**config.mk**
```make
export PLATFORM = sky130hd
export DESIGN_NAME = tick_burst_sched
export DESIGN_NICKNAME = d
export VERILOG_FILES = /design/src/rtl/tick_sched_pkg.sv /design/src/rtl/tick_prescaler.sv /design/src/rtl/tick_burst_sched.sv
export SDC_FILE = /design/constraint.sdc
export NUM_CORES = 1
export LEC_CHECK = 0
export ABC_AREA = 1
export BUFFER_PORTS_ARGS = -buffer_cell sky130_fd_sc_hd__buf_2
export CAP_MARGIN = 20
export CORE_MARGIN = 1
export CORE_UTILIZATION = 57
export DETAILED_ROUTE_END_ITERATION = 10
export GPL_TIMING_DRIVEN = 0
export PLACE_DENSITY = 0.92
export SYNTH_ARGS = -nofsm -noshare
export SYNTH_HDL_FRONTEND = slang
export SYNTH_SLANG_ARGS = --single-unit
```
**constraint.sdc**
```tcl
create_clock -name CLK -period 5.5 [get_ports CLK]
set_input_delay 1.1 -clock CLK [delete_from_list [all_inputs] [get_ports CLK]]
set_output_delay 1.1 -clock CLK [all_outputs]
set_load 0.1 [all_outputs]
```
**src/rtl/tick_sched_pkg.sv**
```systemverilog
//------------------------------------------------------------------------------
// tick_sched_pkg: shared types and constants for the tick burst scheduler.
// Revision: 1.0
//------------------------------------------------------------------------------
`default_nettype none

package tick_sched_pkg;

    typedef enum logic [1:0] {
        ST_IDLE = 2'd0,
        ST_RUN  = 2'd1,
        ST_DONE = 2'd2
    } state_t;

    localparam int DEF_DIV_W = 3;
    localparam int DEF_LEN_W = 8;
    localparam int STAT_W    = 16;

endpackage

`default_nettype wire

```
**src/rtl/tick_prescaler.sv**
```systemverilog
//------------------------------------------------------------------------------
// tick_prescaler: divide-by-div enable counter with registered tick (div 0 acts as 1).
// Revision: 1.0
//------------------------------------------------------------------------------
`default_nettype none

module tick_prescaler
    import tick_sched_pkg::*;
#(
    parameter int DIV_W = DEF_DIV_W
) (
    input  logic             CLK,
    input  logic             RST_N,
    input  logic             clear,
    input  logic             enable,
    input  logic [DIV_W-1:0] div,
    output logic             tick,
    output logic             at_term
);

    logic [DIV_W-1:0] count_q;
    logic [DIV_W-1:0] count_d;
    logic [DIV_W-1:0] term;
    logic             tick_q;
    logic             tick_d;

    assign term    = (div == '0) ? '0 : div - DIV_W'(1);
    assign at_term = (count_q == term);

    always_comb begin
        count_d = count_q;
        tick_d  = 1'b0;
        if (clear) begin
            count_d = '0;
        end else if (enable) begin
            if (at_term) begin
                count_d = '0;
                tick_d  = 1'b1;
            end else begin
                count_d = count_q + DIV_W'(1);
            end
        end
    end

    always_ff @(posedge CLK or negedge RST_N) begin
        if (!RST_N) begin
            count_q <= '0;
            tick_q  <= 1'b0;
        end else begin
            count_q <= count_d;
            tick_q  <= tick_d;
        end
    end

    assign tick = tick_q;

endmodule

`default_nettype wire

```
**src/rtl/tick_burst_sched.sv**
```systemverilog
//------------------------------------------------------------------------------
// tick_burst_sched: round-robin shared enable-tick prescaler issuing per-requester bursts.
// Optional TICK_BURST_SCHED_STATS_EN adds saturating stat_done/stat_abort counters. Rev 1.0
//------------------------------------------------------------------------------
`default_nettype none

module tick_burst_sched
    import tick_sched_pkg::*;
#(
    parameter int NREQ  = 4,
    parameter int DIV_W = DEF_DIV_W,
    parameter int LEN_W = DEF_LEN_W
) (
    input  logic                  CLK,
    input  logic                  RST_N,
    input  logic [NREQ-1:0]       req,
    input  logic [NREQ*DIV_W-1:0] req_div,
    input  logic [NREQ*LEN_W-1:0] req_len,
    output logic [NREQ-1:0]       gnt,
    output logic                  tick,
    output logic [LEN_W-1:0]      tick_num,
    output logic [NREQ-1:0]       done,
`ifdef TICK_BURST_SCHED_STATS_EN
    output logic [STAT_W-1:0]     stat_done,
    output logic [STAT_W-1:0]     stat_abort,
`endif
    output logic                  busy
);

    localparam int OW = $clog2(NREQ);

    state_t            state_q, state_d;
    logic [NREQ-1:0]   gnt_q, gnt_d;
    logic [NREQ-1:0]   done_q, done_d;
    logic [OW-1:0]     owner_q, owner_d;
    logic [OW-1:0]     rr_q, rr_d;
    logic [DIV_W-1:0]  div_q, div_d;
    logic [LEN_W-1:0]  len_q, len_d;
    logic [LEN_W-1:0]  num_q, num_d;

    logic [DIV_W-1:0]  div_arr [NREQ];
    logic [LEN_W-1:0]  len_arr [NREQ];
    logic [OW-1:0]     win;
    logic              win_vld;
    logic [OW:0]       scan_sum;
    logic [OW-1:0]     scan_idx;
    logic [OW-1:0]     next_owner;
    logic              owner_req;
    logic              ps_clear;
    logic              ps_enable;
    logic              ps_tick;
    logic              ps_at_term;

    for (genvar g = 0; g < NREQ; g++) begin : g_unpack
        assign div_arr[g] = req_div[g*DIV_W +: DIV_W];
        assign len_arr[g] = req_len[g*LEN_W +: LEN_W];
    end

    // Round-robin scan: first asserted request at or above rr_q, wrapping modulo NREQ.
    always_comb begin
        win      = '0;
        win_vld  = 1'b0;
        scan_sum = '0;
        scan_idx = '0;
        for (int k = 0; k < NREQ; k++) begin
            scan_sum = {1'b0, rr_q} + (OW+1)'(k);
            if (scan_sum >= (OW+1)'(NREQ)) begin
                scan_sum = scan_sum - (OW+1)'(NREQ);
            end
            scan_idx = scan_sum[OW-1:0];
            if (!win_vld && req[scan_idx]) begin
                win_vld = 1'b1;
                win     = scan_idx;
            end
        end
    end

    assign next_owner = (owner_q == OW'(NREQ-1)) ? '0 : owner_q + OW'(1);
    assign owner_req  = req[owner_q];
    assign ps_clear   = (state_q == ST_IDLE) && win_vld;
    // A dropped request gates the prescaler so a tick due on the abort edge never fires.
    assign ps_enable  = (state_q == ST_RUN) && owner_req;

    always_comb begin
        state_d = state_q;
        gnt_d   = gnt_q;
        done_d  = '0;
        owner_d = owner_q;
        rr_d    = rr_q;
        div_d   = div_q;
        len_d   = len_q;
        num_d   = num_q;
        case (state_q)
            ST_IDLE: begin
                if (win_vld) begin
                    owner_d = win;
                    gnt_d   = NREQ'(1) << win;
                    div_d   = div_arr[win];
                    len_d   = len_arr[win];
                    num_d   = '0;
                    state_d = (len_arr[win] == '0) ? ST_DONE : ST_RUN;
                end
            end
            ST_RUN: begin
                if (!owner_req) begin
                    gnt_d   = '0;
                    rr_d    = next_owner;
                    state_d = ST_IDLE;
                end else if (ps_at_term) begin
                    num_d = num_q + LEN_W'(1);
                    if (num_d == len_q) begin
                        state_d = ST_DONE;
                    end
                end
            end
            ST_DONE: begin
                gnt_d   = '0;
                done_d  = NREQ'(1) << owner_q;
                rr_d    = next_owner;
                state_d = ST_IDLE;
            end
            default: begin
                gnt_d   = '0;
                state_d = ST_IDLE;
            end
        endcase
    end

    always_ff @(posedge CLK or negedge RST_N) begin
        if (!RST_N) begin
            state_q <= ST_IDLE;
            gnt_q   <= '0;
            done_q  <= '0;
            owner_q <= '0;
            rr_q    <= '0;
            div_q   <= '0;
            len_q   <= '0;
            num_q   <= '0;
        end else begin
            state_q <= state_d;
            gnt_q   <= gnt_d;
            done_q  <= done_d;
            owner_q <= owner_d;
            rr_q    <= rr_d;
            div_q   <= div_d;
            len_q   <= len_d;
            num_q   <= num_d;
        end
    end

    tick_prescaler #(
        .DIV_W (DIV_W)
    ) u_prescaler (
        .CLK     (CLK),
        .RST_N   (RST_N),
        .clear   (ps_clear),
        .enable  (ps_enable),
        .div     (div_q),
        .tick    (ps_tick),
        .at_term (ps_at_term)
    );

`ifdef TICK_BURST_SCHED_STATS_EN
    logic              done_entry;
    logic              abort_evt;
    logic [STAT_W-1:0] stat_done_q;
    logic [STAT_W-1:0] stat_abort_q;

    assign done_entry = (state_d == ST_DONE) && (state_q != ST_DONE);
    assign abort_evt  = (state_q == ST_RUN) && !owner_req;

    always_ff @(posedge CLK or negedge RST_N) begin
        if (!RST_N) begin
            stat_done_q  <= '0;
            stat_abort_q <= '0;
        end else begin
            if (done_entry && (stat_done_q != '1)) begin
                stat_done_q <= stat_done_q + STAT_W'(1);
            end
            if (abort_evt && (stat_abort_q != '1)) begin
                stat_abort_q <= stat_abort_q + STAT_W'(1);
            end
        end
    end

    assign stat_done  = stat_done_q;
    assign stat_abort = stat_abort_q;
`endif

    assign gnt      = gnt_q;
    assign tick     = ps_tick;
    assign tick_num = num_q;
    assign done     = done_q;
    assign busy     = (state_q != ST_IDLE);

endmodule

`default_nettype wire

```
; After elaboration in Yosys (flattened, before gate mapping)
; Cells that the tools add are included.
[word_totals]
ff_bits = 37
in_bits = 50
output_inout_bits = 18
elab_cells = 117
[op_classes]
n_addsub = 11
order_cmp = 10
n_eq_ne = 11
shifts = 2
muxes = 52
n_bitwise = 1
reduce_logical = 20
[op_table]
columns = cell, n
row1 = 2-to-1 mux 8 bit, 5
row2 = 2-to-1 mux 2 bit, 15
row3 = 2-to-1 mux 3 bit, 6
row4 = binary-select mux 8 bit (select 2 bit), 1
row5 = one-hot mux 8 bit (2 select lines), 1
row6 = < comparator 2 x 3 -> 1 bit (second input constant), 5
row7 = greater-or-equal comparator 3 bit (second input constant), 4
row8 = 2-to-1 mux 1 bit, 12
row9 = 2-to-1 mux 4 bit, 3
row10 = binary-select mux 1 bit (select 2 bit), 5
row11 = adder 8 x 1 -> 8 bit (second input constant), 1
row12 = == test 8 bit, 1
row13 = logical NOT 8 bit, 1
row14 = != test 2 bit (second input constant), 4
row15 = one-hot mux 2 bit (2 select lines), 2
row16 = one-hot mux 4 bit (2 select lines), 1
row17 = nonzero test 2 bit, 4
row18 = << shifter 1 x 2 -> 4 bit (first input constant), 2
row19 = subtractor 2 x 1 -> 2 bit (second input constant), 4
row20 = adder 2 x 2 -> 3 bit (second input constant), 2
row21 = binary-select mux 3 bit (select 2 bit), 1
row22 = AND reduction 2 bit, 3
row23 = logical AND 1 bit, 5
row24 = == test 2 bit (second input constant), 2
row25 = 15 further kinds, 17

; Longest topological paths before layout
[depth]
ltp_word = 22
mapped_depth = 21
ltp_nobuf = 19

; Cells and area by module
; A second synthesis with hierarchy kept.
[unflattened]
hier_cells = 368
hier_area_um2 = 2560.0
[modules_own_cells]
columns = mod, n_inst, cells_per_inst, area_per_inst_um2, seq_area_each_um2
row1 = tick_burst_sched, 1, 326, 2264.7, 825.8
row2 = tick_prescaler, 1, 42, 295.3, 100.1

; Least setup slack after synthesis
; Ideal clock, no wire load.
[synth_path]
path_kind = input -> register
from = input port req[2]
to = register state_q[0]
setup_time_ps = 124
arrival_ps = 2412
t_required_ps = 5376
slack_ps = 2963
path_stages = 17
n_path_buf = 1
path_cell_list = inv_1 > nand2_2 > nand3_2 > nand2_2 > nor2_8 > nand3_4 > nand3_4 > buf_8 > nand2_2 > o21ai_1 > nand2_1 > nand2_1 > nand2_1 > nor2_2 > nand2_1 > nand2_1 > o21ai_1
[synth_via]
elab_chain_len = 20
word_cells_on_any_way = 37
classes_between = 3 x eq/ne / 25 x mux / 1 x bitwise / 8 x reduce/logical
[synth_lines]
columns = item, line
row1 = start: declaration, tick_burst_sched.sv:16  ; input logic [NREQ-1:0] req,
row2 = binary-select mux 1 bit (select 2 bit), tick_burst_sched.sv:71  ; if (!win_vld && req[scan_idx]) begin
row3 = 2-to-1 mux 1 bit (implied by the code), tick_burst_sched.sv:71
row4 = 2-to-1 mux 1 bit, tick_burst_sched.sv:71
row5 = logical NOT 1 bit, tick_burst_sched.sv:71
row6 = logical AND 1 bit, tick_burst_sched.sv:71
row7 = 2-to-1 mux 1 bit, tick_burst_sched.sv:71
row8 = logical NOT 1 bit, tick_burst_sched.sv:71
row9 = logical AND 1 bit, tick_burst_sched.sv:71
row10 = [3 not listed], --
row11 = 2-to-1 mux 2 bit, tick_burst_sched.sv:71
row12 = inverter 2 -> 3 bit (implied by the code), tick_burst_sched.sv:101  ; state_d = (len_arr[win] == '0) ? ST_DONE : ST_RUN;
row13 = binary-select mux 8 bit (select 2 bit), tick_burst_sched.sv:101
row14 = 2-to-1 mux 8 bit (implied by the code) (2 in series), tick_burst_sched.sv:101
row15 = logical NOT 8 bit, tick_burst_sched.sv:101
row16 = 2-to-1 mux 2 bit, tick_burst_sched.sv:101
row17 = 2-to-1 mux 2 bit, tick_burst_sched.sv:95  ; if (win_vld) begin
row18 = one-hot mux 2 bit (2 select lines), tick_burst_sched.sv:93  ; case (state_q)
row19 = end signal: assignment, tick_burst_sched.sv:140  ; state_q <= state_d;
row20 = end: declaration, tick_burst_sched.sv:32  ; state_t state_q, state_d;
; Parallel ways exist; a longest one is shown, timed or not. The select of a mux whose other input is x is not followed.
; A chain may end at the register's enable or synchronous reset.

; Worst setup path in the final report
[layout_path]
from = input port req[1]
to = register num_q[7] (netlist: tick_num[7])
[layout_via]
elab_chain_len = 14
word_cells_on_any_way = 23
classes_between = 2 x eq/ne / 14 x mux / 7 x reduce/logical
[layout_lines]
columns = item, line
row1 = binary-select mux 1 bit (select 2 bit), tick_burst_sched.sv:71
row2 = 2-to-1 mux 1 bit (implied by the code), tick_burst_sched.sv:71
row3 = 2-to-1 mux 1 bit, tick_burst_sched.sv:71
row4 = logical NOT 1 bit, tick_burst_sched.sv:71
row5 = logical AND 1 bit, tick_burst_sched.sv:71
row6 = 2-to-1 mux 1 bit, tick_burst_sched.sv:71
row7 = logical NOT 1 bit, tick_burst_sched.sv:71
row8 = logical AND 1 bit, tick_burst_sched.sv:71
row9 = 2-to-1 mux 1 bit, tick_burst_sched.sv:71
row10 = logical NOT 1 bit, tick_burst_sched.sv:71
row11 = logical AND 1 bit, tick_burst_sched.sv:71
row12 = 2-to-1 mux 1 bit, tick_burst_sched.sv:71
row13 = != test 2 bit (no line), --
row14 = AND reduction 4 bit (no line) (*), --
row15 = end signal: assignment, tick_burst_sched.sv:147  ; num_q <= num_d;
row16 = end: declaration, tick_burst_sched.sv:39  ; logic [LEN_W-1:0] num_q, num_d;
; Mark *: on every way between the ends. The rest lies on a longest branch, timed or not. The select of a mux whose other input is x is not followed.

==> results.yml <==
outcome:
  status: "finished, final reports clean"
cells_and_area:
  regArea_um2: 926
  drive_gt1_share_pct: 26.0
  area_delta_synth_final_pct: 19.4
  fillers: 350
  stdcell_count: 490
  diodes: 0
  multi_input_area_um2: 1400
  nNetsFinal: 493
floorplanning:
  core-area_um2: 4350
  die_w_um: 69.4
  rows: 24
  die_area_um2: 4820
  ios: 68
  die_h_um: 69.4
  initial_core_util_pct: 59.5
clock_network:
  cts_buffers: 5
  post_cts_buffers: 0
  clk_pin_slew_ns: 0.07
  cts_resized: 0
  cts_tree: "yes"
  cts_max_level: 2
  clk_path_buf_depth: 2
  hold_buffers: 0
  cts_sinks: 37
  root_buffer: "clkbuf_8"
  clkLatencyLatePin_ns: 0.30
pwr:
  p_clk_share_pct: 9.9
  p_int_uw: 947
  cellLeakagePower_uw: 0.00169
  ir_drop_uv: 506
  power.density_nw_per_um2: 691
  switching_share_pct: 55.7
  power_frac_seq_pct: 19.8
  p_comb_share_pct: 70.3
  power.switching_uw: 1190
critical_path:
  cp_cell_sequence: "buf_2 -> inv_1 -> nand2_1 -> nand3_1 -> nand2_1 -> inv_1 -> nand3_4 -> nand2_1 -> inv_1 -> nor2_1 -> a21oi_1 -> o21ai_0"
  max_stage_delay_ns: 0.49
  critPathMaxFanout: 8
  cp_slowest_cell: "a21oi_1"
  cp.depth: 12
  worstPathBufferInverterCount: 4
  r2r_cells: 11
  critPathTopFamily: "simple AND/OR/NAND/NOR gates"
  path_class: "input port to flop"
  crit_path_end_kind: "flop"
  critPathLaunchType: "input port"
  arrival_ns: 3.02
  critPathRequiredTime_ns: 5.66
synthesis:
  ys.flop_type: "dfrtp_1"
  postSynthCellCount: 363
  syn_avg_cell_area_um2: 7.14
  synth_area_leaders: "dfrtp_1 (36%), nand2_1 (17%), inv_1 (6.7%), o21ai_0 (5.0%), nand4_1 (4.3%)"
  yosys.area.top_type: "dfrtp_1"
  yosys.area.top_type_share_pct: 35.7
  synth_enable_flop_cells: 0
  synth_most_common_cell: "nand2_1"
  yosys-top-cells-count: "nand2_1 (119), inv_1 (46), dfrtp_1 (37)"
  synth_fp_nets: 419
  async_flop_share_pct: 100
  synth_seq_cells: 37
  synth_cell_type_count: 37
  synth_seq_area_share_pct: 35.7
  ys_warn_count: 0
  syn_area_um2: 2590
hold_path:
  hp-class: "flop to flop"
  whs_path_depth: 2
sta:
  setup_tns_ns: 0
  max_freq_ghz: 0.350
  final.period_utilization_pct: 52.0
  slew_viol_final: 0
  setup_violations: 0
  clock_skew_ns: 0.00761
  finalWorstSetupSlack_ns: 2.64
  hold_viol: 0
  max-slew-margin-rel_pct: 46.5
  tightest_slew_ns: 0.803
  fin_crit_ns: 2.86
  rsz0062_at_grt: "false"
routing:
  totalWireLength_um: 6130
  wl_met1_um: 2720
  via_per_inst: 5.39
  drt-initial-drc-count: 207
  drc_errors: 0
  wl_met2_um: 2950
  route.met3.wl_um: 378
  num_vias: 2639
  ant_nets: 0
  drtPass1Iterations: 4
  routed.top_layer: "met4"
  post_drt_wl_per_cell_um: 12.5
grt:
  grt_max_degree: 38
  track_usage_pct: 27.0
  first_global_vias: 2518
  grt_first_pass_wirelength_um: 10600
  antenna_found_initial: 0
  grt_overflow: 0
place:
  dpl_worst_slack_ns: 2.39
  placed_cells: 482
  dp_hpwl_um: 4730
  gp_congestion: 0.878
  io_buffers: 67
flow_run:
  maxCapViolCount: 0
[tightest hold or removal path, stage by stage (launching register included)]
cell	delay, ns
dfrtp_1	0.36
nand2_1	0.05
o21ai_0	0.06
[sequential cells by signal, indices dropped and copies added (netlist names)]
register / count
gnt: 4
u_prescaler.count_q: 3
len_q: 8
u_prescaler.tick: 1
done: 4
div_q: 3
rr_q: 2
owner_q: 2
state_q: 2
tick_num: 8
[power groups by stage]
| stage | Sequential (uW) | Combinational (uW) | Clock, uW |
|---|---|---|---|
| floorplan | 517 | 1090 | 0 |
| global placement | 422 | 1430 | 0 |
| detailed placement | 425 | 1490 | 0 |
| CTS | 421 | 1500 | 213 |
| global route | 435 | 1690 | 222 |
| finish | 423 | 1500 | 212 |
[cell usage in the layout, fill, tap and decap left out, types with 2 or more instances in the layout]
cell type    n
nand2_1    119
buf_2       71
inv_1       46
dfrtp_1     37
o21ai_0     26
nor2_1      23
nand4_1     18
nand2_2     14
nand3_1     11
xor2_1       9
clkbuf_8     7
o22ai_1      6
ha_1         6
a21oi_1      4
xnor2_1      3
inv_2        3
nand3_2      3
a22oi_1      3
a41oi_1      3
buf_6        2
nand2_4      2
o21ai_2      2
nand3_4      2
o21ai_1      2
a31oi_1      2
[through the flow]
| step | hold WS, ns | utilization, % | cell area (um^2) | power [uW] |
|---|---|---|---|---|
| finish | 0.513 | 71.0 | 3090 | 2140 |
| global route | 0.541 | 71.0 | 3090 | 2340 |
| CTS | 0.523 | 71.0 | 3090 | 2130 |
| detailed placement | 0.507 | 68.7 | 2990 | 1910 |
| global placement | 0.490 | 68.7 | 2990 | 1860 |
| floorplan | 0.472 | - | 2590 | 1610 |
[cell type report]
class / instances / share of cell area [%]
clock buffer: 7 / 3.11
multi-input combinational: 266 / 45.3
buffer: 10 / 2.35
clock inverter: 1 / 0.162
tap: 52 / 2.10
sequential: 37 / 29.9
timing repair buffer: 67 / 10.8
inverter: 50 / 6.23
[path summary, 6_finish.rpt]
| check | slack (ns) | from | to |
|---|---|---|---|
| worst max-delay path | 2.64 | req[1] | tick_num[7]$_DFFE_PN0P_ |
| worst min-delay path | 0.51 | len_q[0]$_DFFE_PN0P_ | len_q[0]$_DFFE_PN0P_ |
| worst max register to register | 3.07 | rr_q[0]$_DFFE_PN0P_ | tick_num[7]$_DFFE_PN0P_ |
| worst min register to register | 0.51 | len_q[0]$_DFFE_PN0P_ | len_q[0]$_DFFE_PN0P_ |
| max in group asynchronous | 4.11 | RST_N | len_q[6]$_DFFE_PN0P_ |
| min in group asynchronous | 0.89 | RST_N | tick_num[0]$_DFFE_PN0P_ |
[kinds of logic after synthesis]
| family | after synthesis | synth area share [%] |
|---|---|---|
| AND/OR/NAND/NOR | 198 | 35.8 |
| adder cells (fa/ha/maj) | 6 | 2.90 |
| AO/OA/AOI/OAI | 50 | 11.3 |
| buffers and inverters | 60 | 10.2 |
| flip-flops | 37 | 35.7 |
| XOR/XNOR | 12 | 4.06 |
[metal layers]
metal | global-route usage, % | up-vias
li1 | - | 1314
met1 | 33.7 | 1216
met2 | 45.2 | 100
met3 | 6.25 | 9
met4 | 10.9 | 0
met5 | 0 | -
Note: power is estimated with default switching activity, not from simulation.
